==> src/rtl/wash_pkg.sv <==
// rtl/wash_pkg.sv - shared state encoding, msg field layout and field helpers for the wash sequencer
package wash_pkg;

    typedef enum logic [1:0] {
        ST_IDLE  = 2'd0,
        ST_RUN   = 2'd1,
        ST_PAUSE = 2'd2,
        ST_DONE  = 2'd3
    } wash_state_e;

    localparam int MSG_W      = 26;
    localparam int NUM_FIELDS = 8;

    // Stage 0 is the most-significant field; the view controller decodes with the same table.
    localparam int FIELD_MSB [NUM_FIELDS] = '{25, 22, 18, 15, 12, 9, 5, 2};
    localparam int FIELD_LSB [NUM_FIELDS] = '{23, 19, 16, 13, 10, 6, 3, 0};

    function automatic logic [MSG_W-1:0] field_mask(input int idx);
        logic [MSG_W-1:0] m;
        m = '0;
        for (int b = 0; b < MSG_W; b++) begin
            if (b >= FIELD_LSB[idx] && b <= FIELD_MSB[idx]) m[b] = 1'b1;
        end
        return m;
    endfunction

    function automatic logic [2:0] first_nonzero(input logic [MSG_W-1:0] m);
        logic [2:0] idx;
        idx = 3'd7;
        for (int i = NUM_FIELDS - 1; i >= 0; i--) begin
            if ((m & field_mask(i)) != '0) idx = 3'(i);
        end
        return idx;
    endfunction

endpackage

==> src/rtl/unit_prescaler.sv <==
// rtl/unit_prescaler.sv - time-unit prescaler; wrap pulses on the last cycle of each unit while enabled
module unit_prescaler #(
    parameter int UNIT_CYCLES = 50_000_000
) (
    input  logic cp,
    input  logic reset,
    input  logic clear,
    input  logic enable,
    output logic wrap
);

    localparam int            CW   = (UNIT_CYCLES > 1) ? $clog2(UNIT_CYCLES) : 1;
    localparam logic [CW-1:0] LAST = CW'(UNIT_CYCLES - 1);

    logic [CW-1:0] r_count;

    // A disabled counter holds its value, so a pause landing on LAST resumes straight into a wrap.
    always_ff @(posedge cp) begin
        if (reset || clear) begin
            r_count <= '0;
        end else if (enable) begin
            r_count <= (r_count == LAST) ? '0 : r_count + 1'b1;
        end
    end

    assign wrap = enable && !clear && (r_count == LAST);

endmodule

==> src/rtl/wash_sequencer.sv <==
// rtl/wash_sequencer.sv - stage-time sequencer with pause/resume/abort; WASH_STAGE_SKIP_EN adds a skip input
module wash_sequencer
    import wash_pkg::*;
#(
    parameter int UNIT_CYCLES = 50_000_000,
    parameter int ALARM_UNITS = 3
) (
    input  logic             cp,
    input  logic             reset,
    input  logic [MSG_W-1:0] prog,
    input  logic             start,
    input  logic             pause,
    input  logic             abort,
`ifdef WASH_STAGE_SKIP_EN
    input  logic             skip,
`endif
    output logic [MSG_W-1:0] msg,
    output logic [2:0]       stage,
    output logic             running,
    output logic             paused,
    output logic             finish,
    output logic             alarm
);

    localparam int            AW       = (ALARM_UNITS > 0) ? $clog2(ALARM_UNITS + 1) : 1;
    localparam logic [AW-1:0] ALARM_LAST = AW'(ALARM_UNITS - 1);

    wash_state_e      r_state;
    wash_state_e      w_next;
    logic [MSG_W-1:0] r_msg;
    logic             r_finish;
    logic [AW-1:0]    r_alarm_cnt;

    logic             w_skip;
    logic             w_start_ok;
    logic             w_wrap;
    logic             w_ps_enable;
    logic             w_ps_clear;
    logic [2:0]       w_stage;
    logic [MSG_W-1:0] w_msg_dec;
    logic [MSG_W-1:0] w_msg_skip;
    logic             w_finish_evt;

`ifdef WASH_STAGE_SKIP_EN
    assign w_skip = skip && !abort && (r_state == ST_RUN || r_state == ST_PAUSE);
`else
    assign w_skip = 1'b0;
`endif

    assign w_start_ok = start && (prog != '0);
    assign w_stage    = first_nonzero(r_msg);
    // The target field is non-zero, so subtracting its LSB weight never borrows past the field.
    assign w_msg_dec  = r_msg - (MSG_W'(1) << FIELD_LSB[w_stage]);
    assign w_msg_skip = r_msg & ~field_mask(int'(w_stage));

    assign w_ps_enable = (r_state == ST_RUN  && !abort && !w_skip && !pause) ||
                         (r_state == ST_DONE && !abort && !start);
    assign w_ps_clear  = abort || w_skip ||
                         (r_state == ST_IDLE && w_start_ok) ||
                         (r_state == ST_DONE && start);

    unit_prescaler #(.UNIT_CYCLES(UNIT_CYCLES)) u_prescaler (
        .cp     (cp),
        .reset  (reset),
        .clear  (w_ps_clear),
        .enable (w_ps_enable),
        .wrap   (w_wrap)
    );

    always_ff @(posedge cp) begin
        if (reset) r_state <= ST_IDLE;
        else       r_state <= w_next;
    end

    always_comb begin
        w_next = r_state;
        if (abort) begin
            w_next = ST_IDLE;
        end else begin
            case (r_state)
                ST_IDLE:  if (w_start_ok) w_next = ST_RUN;
                ST_RUN: begin
                    if (w_skip)                            w_next = (w_msg_skip == '0) ? ST_DONE : ST_RUN;
                    else if (pause)                        w_next = ST_PAUSE;
                    else if (w_wrap && w_msg_dec == '0)    w_next = ST_DONE;
                end
                ST_PAUSE: begin
                    if (w_skip)                            w_next = (w_msg_skip == '0) ? ST_DONE : ST_PAUSE;
                    else if (start)                        w_next = ST_RUN;
                end
                ST_DONE: begin
                    if (start)                             w_next = ST_IDLE;
                    else if (w_wrap && r_alarm_cnt == ALARM_LAST) w_next = ST_IDLE;
                end
                default:                                   w_next = ST_IDLE;
            endcase
        end
    end

    always_comb begin
        running = (r_state == ST_RUN);
        paused  = (r_state == ST_PAUSE);
        alarm   = (r_state == ST_DONE);
        msg     = r_msg;
        stage   = w_stage;
        finish  = r_finish;
    end

    assign w_finish_evt = (r_state != ST_DONE) && (w_next == ST_DONE);

    always_ff @(posedge cp) begin
        if (reset) begin
            r_msg       <= '0;
            r_finish    <= 1'b0;
            r_alarm_cnt <= '0;
        end else begin
            r_finish <= w_finish_evt;
            if (abort)                                r_msg <= '0;
            else if (r_state == ST_IDLE && w_start_ok) r_msg <= prog;
            else if (w_skip)                          r_msg <= w_msg_skip;
            else if (r_state == ST_RUN && w_wrap)     r_msg <= w_msg_dec;

            if (w_finish_evt)                         r_alarm_cnt <= '0;
            else if (r_state == ST_DONE && w_wrap)    r_alarm_cnt <= r_alarm_cnt + 1'b1;
        end
    end

endmodule

==> config.mk <==
export PLATFORM = sky130hd
export DESIGN_NAME = wash_sequencer
export DESIGN_NICKNAME = d
export VERILOG_FILES = /design/src/rtl/wash_pkg.sv /design/src/rtl/unit_prescaler.sv /design/src/rtl/wash_sequencer.sv
export SDC_FILE = /design/constraint.sdc
export NUM_CORES = 1
export LEC_CHECK = 0
export ABC_AREA = 1
export BUFFER_PORTS_ARGS = -buffer_cell sky130_fd_sc_hd__buf_2
export CAP_MARGIN = 20
export CORE_UTILIZATION = 38
export DETAILED_ROUTE_END_ITERATION = 12
export GPL_TIMING_DRIVEN = 1
export PLACE_DENSITY = 0.61
export SETUP_SLACK_MARGIN = 0.15
export SLEW_MARGIN = 0
export SYNTH_ARGS = -nofsm -noshare
export SYNTH_HDL_FRONTEND = slang
export SYNTH_HIERARCHICAL = 1
export SYNTH_SLANG_ARGS = --single-unit
==> constraint.sdc <==
create_clock -name cp -period 11.1 [get_ports cp]
set_input_delay 0.555 -clock cp [delete_from_list [all_inputs] [get_ports cp]]
set_output_delay 0.555 -clock cp [all_outputs]
set_load 0.02 [all_outputs]
==> results of run 1 <==
[worst paths after layout]
check	startpoint	end	slack, ns	depth (start not counted)
max	msg[8]	r_alarm_cnt[0]	5.94	32
min	u_prescaler/r_count[14]	u_prescaler/r_count[14]	0.47	2
max reg2reg	msg[8]	r_alarm_cnt[0]	5.94	32
min reg2reg	u_prescaler/r_count[14]	u_prescaler/r_count[14]	0.47	2
[cells in the mapped netlist, types with 4 or more instances]
cell type	n
nor2_2	12
xnor2_1	6
and2_1	5
dfxtp_1	57
nor2_4	5
a221oi_1	4
a21oi_1	32
clkbuf_1	6
a21oi_2	4
inv_1	102
a31oi_1	20
nor2_1	107
nor2_8	4
nor4_1	6
nand2_1	245
ha_1	30
nor3_1	9
nand2_2	5
o211ai_1	4
o21ai_0	12
nand4_1	10
or2_2	5
nand3_1	73
inv_2	5
xor2_1	9
[area by class of cell]
cell class,count,area (um^2)
clock buffer,12,256.5
clock inverter,4,51.30
fill,1411,6882
inverter,108,410.4
multi-input combinational,632,3333
sequential,57,1141
tap,172,215.2
timing repair buffer,65,330.3
[tightest hold or removal path, cell delays in order, from the launching register on]
cell and delay, ns:
dfxtp_1 0.32, a31oi_1 0.04, nor2_1 0.07
[layer usage]
layer,up-vias,global-route usage,wire length (um)
met4,0,0.08632,364
met2,171,0.3679,6555
li1,2743,-,-
met3,33,0.04603,1162
met1,2369,0.3429,7435
met5,-,0,0
[kinds of logic (layout without fill, tap and decap cells)]
group / count (synthesis) / count (layout)
flops: 57 / 57
fa+ha+maj: 31 / 31
mux: 1 / 1
compound gates: 86 / 86
xor+xnor: 15 / 15
buf+inv: 119 / 189
other cells: 1 / 1
simple gates: 498 / 498
[flip-flops by register name, summed over array words and instances (netlist names)]
name and cells:
msg 26, r_alarm_cnt 2, finish 1, u_prescaler/r_count 26, r_state 2
[cell usage in the layout, fill, tap and decap left out, drive strengths merged, types with 4 or more instances in the layout]
master	n
a21oi	36
a221oi	4
a31oi	20
and2	5
buf	65
clkbuf	12
dfxtp	57
ha	30
inv	107
nand2	254
nand3	75
nand4	10
nor2	128
nor3	10
nor4	6
o211ai	4
o21ai	12
or2	5
xnor2	6
xor2	9
[power groups by stage]
| stage | clock (W) | sequential, W | combinational [W] |
|---|---|---|---|
| floorplan | 0 | 0.000219 | 0.000254 |
| global placement | 0 | 0.000217 | 0.000346 |
| detailed placement | 0 | 0.000217 | 0.000341 |
| CTS | 0.000293 | 0.000213 | 0.000343 |
| global route | 0.000302 | 0.000213 | 0.000389 |
| finish | 0.000287 | 0.000213 | 0.000348 |
[through the flow]
step           utilization  total power, W
6_report            0.4547       0.0008477
5_1_grt             0.4547       0.0009041
4_1_cts             0.4547       0.0008489
3_5_place_dp        0.4303       0.0005587
3_3_place_gp        0.4303       0.0005632
2_1_floorplan            -       0.0004737
==> results.py, run 1 <==
metrics = {
    "clocking": {
        "path_clk_slew_ns": 0.06,
        "cts_setup_buffers": 0,
        "clk_path_buf_depth": 2,
        "cts_hold_buf": 0,
        "htreeDepth": 3,
        "cts_num_sinks": 57,
        "cts_resized": 0,
        "cts-root-buf": "clkbuf_16",
        "cts_made_buffers": 9,
        "cts_tree": "done",
        "clock_latency_ns": 0.33,
    },
    "yosys": {
        "synth_ff_type": "dfxtp_1",
        "synth.distinct_cells": 47,
        "synthAdderAreaFrac": 0.08014,
        "synthMuxAreaShare": 0.002029,
        "synth_area_leaders": "dfxtp_1 (23%), nand2_1 (19%), nor2_1 (8.1%)",
        "yosysSeqAreaShare": 0.2313,
        "syn_inst": 808,
        "synth_fp_nets": 870,
        "yosys_warnings": 6,
        "synthXorXnorAreaFrac": 0.02663,
        "yosysTopAreaCellShare": 0.2313,
        "synth_edf_count": 0,
        "async_reset_ff_frac": 0,
        "synth_top_family_by_area": "simple AND/OR/NAND/NOR gates",
        "yosys.area.top_type": "dfxtp_1",
        "syn_avg_cell_area_um2": 6.106,
        "synth-simple-area-share": 0.4590,
        "synth-compound-area-share": 0.1070,
        "ys_ff_latch": 57,
        "synth_area_um2": 4933,
    },
    "worst_setup_path": {
        "worst-path-buf-inv": 4,
        "crit_family": "simple AND/OR/NAND/NOR gates",
        "crit_top_cell": "nand2_1",
        "critical_path_arrival_ns": 5.38,
        "worst-setup-path-type": "reg2reg",
        "critPathRequiredTime_ns": 11.32,
        "max_stage_delay_ns": 0.46,
        "worstSetupEndpointType": "register",
        "path_max_fanout": 8,
        "critical-path-slowest-cell": "dfxtp_1",
        "critical_path.startpoint_type": "register",
    },
    "die": {
        "die_w_um": 115.9,
        "core_um2": 12620,
        "start_util": 0.3909,
        "fp.dieH_um": 115.9,
        "row_count": 41,
        "num_io_pins": 64,
        "die-area_um2": 13440,
    },
    "power_and_ir_drop": {
        "switching_share": 0.4019,
        "power_frac_seq": 0.251,
        "switchingPower_w": 0.0003407,
        "vdd_drop_max_uv": 79.71,
        "clockPowerShare": 0.339,
        "p_leak_nw": 2.813,
        "pwr-share-comb": 0.410,
        "power_density_nw_per_um2": 147.7,
        "p_int_w": 0.0005070,
    },
    "place": {
        "place_congestion": 0.9662,
        "io_buffers": 63,
        "hpwl_um": 12700,
        "placed_area_um2": 5430,
        "dp_cells": 1034,
        "post-place-ws_ns": 6.055,
    },
    "timing": {
        "period_share": 0.4650,
        "period_needed_ns": 5.162,
        "rsz0062_at_grt": "false",
        "finalHoldViolations": 0,
        "setup_ws_ns": 5.938,
        "skew_ns": 0.007553,
        "final.hold.worst_slack_ns": 0.4675,
        "slew_violations": 0,
        "worstMarginPinSlew_ns": 0.7984,
        "max-slew-margin-rel": 0.4671,
        "fin_setup_tns_ns": 0,
        "setup_viol": 0,
        "max_freq_mhz": 193.7,
    },
    "drt": {
        "drtAntennaViolNets": 0,
        "vias_per_cell": 5.063,
        "firstDrtPassIters": 5,
        "wl_per_cell_um": 14.78,
        "vias": 5316,
        "route.detailed.drc": 0,
        "wirelength_um": 15520,
        "drt_iter0_markers": 370,
    },
    "final_layout": {
        "diodes": 0,
        "syn_to_final_growth_pct": 16.31,
        "nNetsFinal": 935,
        "fin_cells": 1050,
        "drive_gt1_frac": 0.1469,
        "fin_area_um2": 5738,
    },
    "global_route": {
        "grt_use_total": 0.2433,
        "grt_pass1_wl_um": 24990,
        "grt_max_degree": 27,
        "antenna_found_initial": 0,
        "overflow": 0,
        "grt_pass1_vias": 4952,
    },
    "job": {
        "maxCapViolations": 0,
    },
    "hold_path": {
        "holdCritPathClass": "reg2reg",
    },
    "status": {
        "status": "finished clean",
    },
}
Power figures use the tool's default switching activity.
==> run 2: changes to the inputs <==
--- a/config.mk
+++ b/config.mk
@@ -11,7 +11,7 @@
 export CORE_UTILIZATION = 38
 export DETAILED_ROUTE_END_ITERATION = 12
 export GPL_TIMING_DRIVEN = 1
-export PLACE_DENSITY = 0.61
+export PLACE_DENSITY = 0.63
 export SETUP_SLACK_MARGIN = 0.15
 export SLEW_MARGIN = 0
 export SYNTH_ARGS = -nofsm -noshare
==> constraint.sdc (replaced) <==
create_clock -name cp -period 4.2 [get_ports cp]
set_input_delay 0.21 -clock cp [delete_from_list [all_inputs] [get_ports cp]]
set_output_delay 0.21 -clock cp [all_outputs]
set_load 0.02 [all_outputs]
==> run 2 against run 1 <==
The flow now finishes with violations (setup timing). Worst setup slack worse by 6.2 ns. Routed wire length up 25%. Final cell count grew 16%. Highest routed layer unchanged. Largest cell class unchanged. Non-clock buffer count grew 164. Sequential share of layout area fell by 5.1 points. Critical endpoint is now finish. Fmax up 15%. Sequential power grew to 2.6 times the previous value. Clock-buffer cell count shrank 2. Utilization is 16 points higher. Combinational power increased to 5.0 times the previous value. Via count is 18% higher.
==> results.py, run 2 (synthesis gave the netlist of run 1 again) <==
metrics = {
    "final_layout": {
        "register_area_um2": 1151,
        "fin_cells": 1213,
        "final_cell_mix": "nand2_1 (201), buf_4 (159), inv_1 (92)",
        "multi_input_area_um2": 4095,
        "fin_area_um2": 7779,
        "syn_to_final_growth_pct": 57.67,
        "nNetsFinal": 1099,
        "final_common_cell": "nand2_1",
        "diodes": 0,
        "fillCellCount": 1122,
        "drive_gt1_frac": 0.4083,
    },
    "die": {
        "die-area_um2": 13440,
        "num_io_pins": 64,
        "row_count": 41,
        "core_um2": 12620,
        "die_w_um": 115.9,
        "fp.dieH_um": 115.9,
        "start_util": 0.3909,
    },
    "hold_path": {
        "min-delay-start": "reset",
        "min_path_cells": 2,
        "holdCritPathClass": "in2reg",
        "worstHoldEndpoint": "r_state[0]",
    },
    "power_and_ir_drop": {
        "power_density_nw_per_um2": 392.5,
        "p_leak_nw": 3.747,
        "vdd_drop_max_uv": 213.0,
        "finalPower_w": 0.003053,
    },
    "drt": {
        "wl_per_cell_um": 16.01,
        "drt_iter0_markers": 465,
        "vias_per_cell": 5.184,
        "route.detailed.drc": 0,
        "wirelength_um": 19420,
        "vias": 6288,
        "firstDrtPassIters": 5,
        "drtAntennaViolNets": 0,
    },
    "global_route": {
        "grt_pass1_wl_um": 28220,
        "met1_usage": 0.3330,
        "overflow": 0,
        "grt_max_degree": 27,
        "globalRouteMet3Util": 0.06015,
        "use_met2": 0.4599,
        "grt_pass1_vias": 5788,
        "busiest_layer": "met2",
        "antenna_found_initial": 0,
        "grt_use_total": 0.2785,
    },
    "worst_setup_path": {
        "critical-path-slowest-cell": "fa_2",
        "path_max_fanout": 5,
        "rrSetupSlack_ns": -0.29,
        "worst-setup-path-type": "reg2reg",
        "r2r_end": "finish",
        "critical_path.startpoint_type": "register",
        "reg2reg_from": "msg[9]",
        "critPathRequiredTime_ns": 4.46,
        "worstSetupEndpointType": "register",
        "critical_path_arrival_ns": 4.75,
        "reg2reg_depth": 36,
        "max_stage_delay_ns": 0.36,
    },
    "timing": {
        "max_freq_mhz": 222.9,
        "finalHoldViolations": 0,
        "skew_ns": 0.006880,
        "max-slew-margin-rel": 0.4514,
        "period_share": 1.068,
        "slew_violations": 0,
        "rsz0062_at_grt": "true",
        "worstMarginPinSlew_ns": 0.8220,
        "period_needed_ns": 4.486,
        "setup_ws_ns": -0.2858,
        "setup_viol": 4,
        "fin_setup_tns_ns": -1.065,
    },
    "place": {
        "place_congestion": 0.9712,
        "io_buffers": 63,
        "dp_cells": 1161,
        "placed_area_um2": 6427,
        "hpwl_um": 13600,
    },
    "clocking": {
        "clock_latency_ns": 0.34,
        "clk_path_buf_depth": 2,
        "cts_made_buffers": 9,
        "htreeDepth": 3,
        "cts_num_sinks": 57,
        "path_clk_slew_ns": 0.05,
        "cts-root-buf": "clkbuf_16",
        "cts_tree": "done",
    },
    "status": {
        "status": "finished, violations left",
        "violations": "setup timing",
    },
    "job": {
        "maxCapViolations": 0,
    },
}
run 2: layout make-up:
cell class              count  share of cell area
inverters                 108             0.05469
clock inverters             5            0.006917
flip-flops and latches     57              0.1480
clock buffers              10             0.03217
multi-input cells         632              0.5265
repair buffers            229              0.2041
well taps                 172             0.02767
run 2: worst max-delay path by stage:
stage	start	to	slack (ns)	cells after the start
floorplan	msg[9]	r_alarm_cnt[0]	0.15	32
global placement	msg[9]	r_alarm_cnt[0]	-0.32	34
detailed placement	msg[9]	r_alarm_cnt[1]	-0.36	34
CTS	msg[9]	r_alarm_cnt[0]	-0.04	33
global route	msg[9]	finish	-0.59	36
finish	msg[9]	finish	-0.29	36
run 2: where the power goes:
part | total (W) | switching, W | internal (W) | leakage [nW]
Sequential | 0.000557 | 0.00000778 | 0.000549 | 0.464
Combinational | 0.00174 | 0.000955 | 0.000784 | 3.13
Clock | 0.000758 | 0.000269 | 0.000489 | 0.153
run 2: metal layers:
metal,vias to the layer above,wire length [um],share of wire
li1,3077,-,-
met1,2858,7871,0.41
met2,272,9071,0.47
met3,81,1350,0.070
met4,0,1130,0.058
met5,-,0,0
run 2: worst max-delay path: cells and delay by family (launching register included):
kind            cells  cell delay [ns]
compound gates      3             0.33
buf+inv             7             0.62
flops               1             0.35
fa+ha+maj           3             0.68
simple gates       23             2.39
run 2: timing repair:
item,in CTS,in global routing
resized for setup,64,116
gates cloned,0,0
hold buffers,0,0
pin swaps,30,62
endpoints found under the setup margin,8,12
setup buffers,26,11
run 2: through the flow:
stage	setup slack, ns	utilization	hold slack [ns]
after floorplan	0.1502	-	0.2797
after global placement	-0.3228	0.5093	0.4534
after detailed placement	-0.3589	0.5093	0.4744
after CTS	-0.03997	0.5697	0.1172
after global routing	-0.5878	0.6164	0.1430
final	-0.2858	0.6164	0.1284
==> run 3: changes to the inputs <==
--- a/config.mk
+++ b/config.mk
@@ -11,7 +11,7 @@
 export CORE_UTILIZATION = 38
 export DETAILED_ROUTE_END_ITERATION = 12
 export GPL_TIMING_DRIVEN = 1
-export PLACE_DENSITY = 0.63
+export PLACE_DENSITY = 0.55
 export SETUP_SLACK_MARGIN = 0.15
 export SLEW_MARGIN = 0
 export SYNTH_ARGS = -nofsm -noshare
==> run 3 against run 2 <==
The run still ends with setup timing left. Utilization is 2.0 points lower. Register-to-register slack improved by 0.17 ns. Clock power up 11%. Clock skew about the same. Cell area decreased by 3.2%. Via count fell by 5.4%. Largest cell class unchanged.
==> results.py, run 3 (synthesis gave the netlist of run 1 again) <==
metrics = {
    "status": {
        "status": "finished, violations left",
        "violations": "setup timing",
    },
    "final_layout": {
        "fin_cells": 1185,
        "final_common_cell": "nand2_1",
        "drive_gt1_frac": 0.3830,
        "fillCellCount": 1209,
        "diodes": 0,
        "syn_to_final_growth_pct": 52.55,
        "nNetsFinal": 1070,
        "final_cell_mix": "nand2_1 (202), buf_4 (134), inv_1 (92)",
    },
    "clocking": {
        "cts_hold_buf": 0,
        "cts_tree": "done",
        "htreeDepth": 3,
        "clock_latency_ns": 0.34,
        "cts_made_buffers": 9,
        "cts-root-buf": "clkbuf_16",
        "cts_num_sinks": 57,
        "path_clk_slew_ns": 0.05,
        "clk_path_buf_depth": 2,
    },
    "timing": {
        "max_freq_mhz": 231.6,
        "max-slew-margin-rel": 0.4064,
        "slew_violations": 0,
        "rsz0062_at_grt": "true",
        "finalHoldViolations": 0,
        "period_share": 1.028,
        "worstMarginPinSlew_ns": 0.8872,
        "skew_ns": 0.006903,
        "period_needed_ns": 4.317,
        "setup_viol": 4,
        "setup_ws_ns": -0.1172,
    },
    "worst_setup_path": {
        "worst-setup-path-type": "reg2reg",
        "critPathRequiredTime_ns": 4.43,
        "max_stage_delay_ns": 0.57,
        "critical_path_arrival_ns": 4.55,
        "worstSetupEndpointType": "register",
        "critical_path.startpoint_type": "register",
        "path_max_fanout": 5,
        "critical-path-slowest-cell": "fa_2",
    },
    "power_and_ir_drop": {
        "pwr-share-comb": 0.531,
        "p_leak_nw": 3.597,
        "power_frac_seq": 0.187,
        "vdd_drop_max_uv": 210.1,
        "p_int_w": 0.001835,
        "clockPowerShare": 0.282,
        "switchingPower_w": 0.001145,
        "switching_share": 0.3843,
        "finalPower_w": 0.002980,
        "power_density_nw_per_um2": 396.0,
    },
    "drt": {
        "firstDrtPassIters": 5,
        "wirelength_um": 18450,
        "drt_iter0_markers": 411,
        "wl_met3_um": 948,
        "vias_per_cell": 5.019,
        "vias": 5948,
        "top_layer": "met5",
        "drtAntennaViolNets": 0,
        "wl_per_cell_um": 15.57,
        "drt-met1-wl_um": 8488,
        "dr_wl_met2_um": 8416,
        "route.detailed.drc": 0,
    },
    "place": {
        "place_congestion": 0.9919,
        "io_buffers": 63,
        "dp_cells": 1164,
        "hpwl_um": 14630,
    },
    "global_route": {
        "grt_max_degree": 27,
        "grt_pass1_wl_um": 28720,
        "overflow": 0,
        "grt_pass1_vias": 5629,
        "antenna_found_initial": 1,
        "grt_use_total": 0.2843,
    },
    "die": {
        "die-area_um2": 13440,
        "start_util": 0.3909,
        "num_io_pins": 64,
        "die_w_um": 115.9,
        "core_um2": 12620,
        "row_count": 41,
        "fp.dieH_um": 115.9,
    },
    "hold_path": {
        "holdCritPathClass": "in2reg",
    },
    "job": {
        "maxCapViolations": 0,
    },
}
==> run 3: changes by cell type in the layout (fill, tap and decap cells not counted), moves of 3 or more <==
cell / change
nor2_1: +5
nand2_2: +5
nand3_2: -4
buf_6: -5
nor2_2: -4
buf_4: -25
nand2_4: -5
clkbuf_8: +3
nand3_1: +3
==> run 3: worst paths after layout <==
| check | start | end | slack, ns | depth (start not counted) |
|---|---|---|---|---|
| hold / removal | reset | r_state[0] | 0.13 | 2 |
| setup reg to reg | msg[4] | r_alarm_cnt[1] | -0.12 | 29 |
| setup / recovery | msg[4] | r_alarm_cnt[1] | -0.12 | 29 |
| hold reg to reg | u_prescaler/r_count[14] | u_prescaler/r_count[14] | 0.48 | 2 |
==> run 3: cell type report <==
cell class / count / area (um^2) / area share
Inverter: 108 / 417.9 / 0.05553
Clock buffer: 12 / 266.5 / 0.03541
Sequential cell: 57 / 1151 / 0.1530
Multi-Input combinational cell: 632 / 4038 / 0.5365
Timing Repair Buffer: 200 / 1364 / 0.1812
Tap cell: 172 / 215.2 / 0.02860
Clock inverter: 4 / 73.82 / 0.009809
==> run 3: worst max-delay path: cells and delay by family, from the launching register on <==
kind | cells | cell delay (ns)
and+or+nand+nor | 21 | 2.08
adders and majority gates | 3 | 1.03
AOI/OAI and AO/OA | 3 | 0.61
DFF | 1 | 0.33
buffers and inverters | 2 | 0.15
==> run 3: repair_timing <==
item,CTS,global route
buffers inserted,4,1
resized for setup,52,104
setup endpoints to repair,21,15
pin swaps,28,57
==> run 3: per-layer routing <==
| metal | GRT usage | vias to the layer above |
|---|---|---|
| met5 | 0 | - |
| met2 | 0.4663 | 159 |
| met4 | 0.1103 | 2 |
| li1 | - | 3023 |
| met3 | 0.06119 | 40 |
| met1 | 0.3632 | 2724 |
==> run 3: metrics by stage <==
stage | TNS (ns) | cell area (um^2) | util | hold WS [ns] | setup slack [ns]
2_1_floorplan | 0 | 4977 | - | 0.2797 | 0.1502
3_3_place_gp | -4.041 | 6462 | 0.5121 | 0.4554 | -0.6730
3_5_place_dp | -5.024 | 6462 | 0.5121 | 0.4664 | -0.7381
4_1_cts | -0.5967 | 7063 | 0.5597 | 0.1240 | -0.1799
5_1_grt | -1.469 | 7526 | 0.5964 | 0.1409 | -0.3672
6_report | -0.3685 | 7526 | 0.5964 | 0.1337 | -0.1172
==> run 3: power groups by stage <==
stage          registers [W]  logic, W  clock network (W)
6_report            0.000556   0.00158           0.000842
3_5_place_dp        0.000567   0.00130                  0
2_1_floorplan       0.000579  0.000683                  0
5_1_grt             0.000557   0.00172           0.000880
3_3_place_gp        0.000566   0.00129                  0
4_1_cts             0.000556   0.00140           0.000852
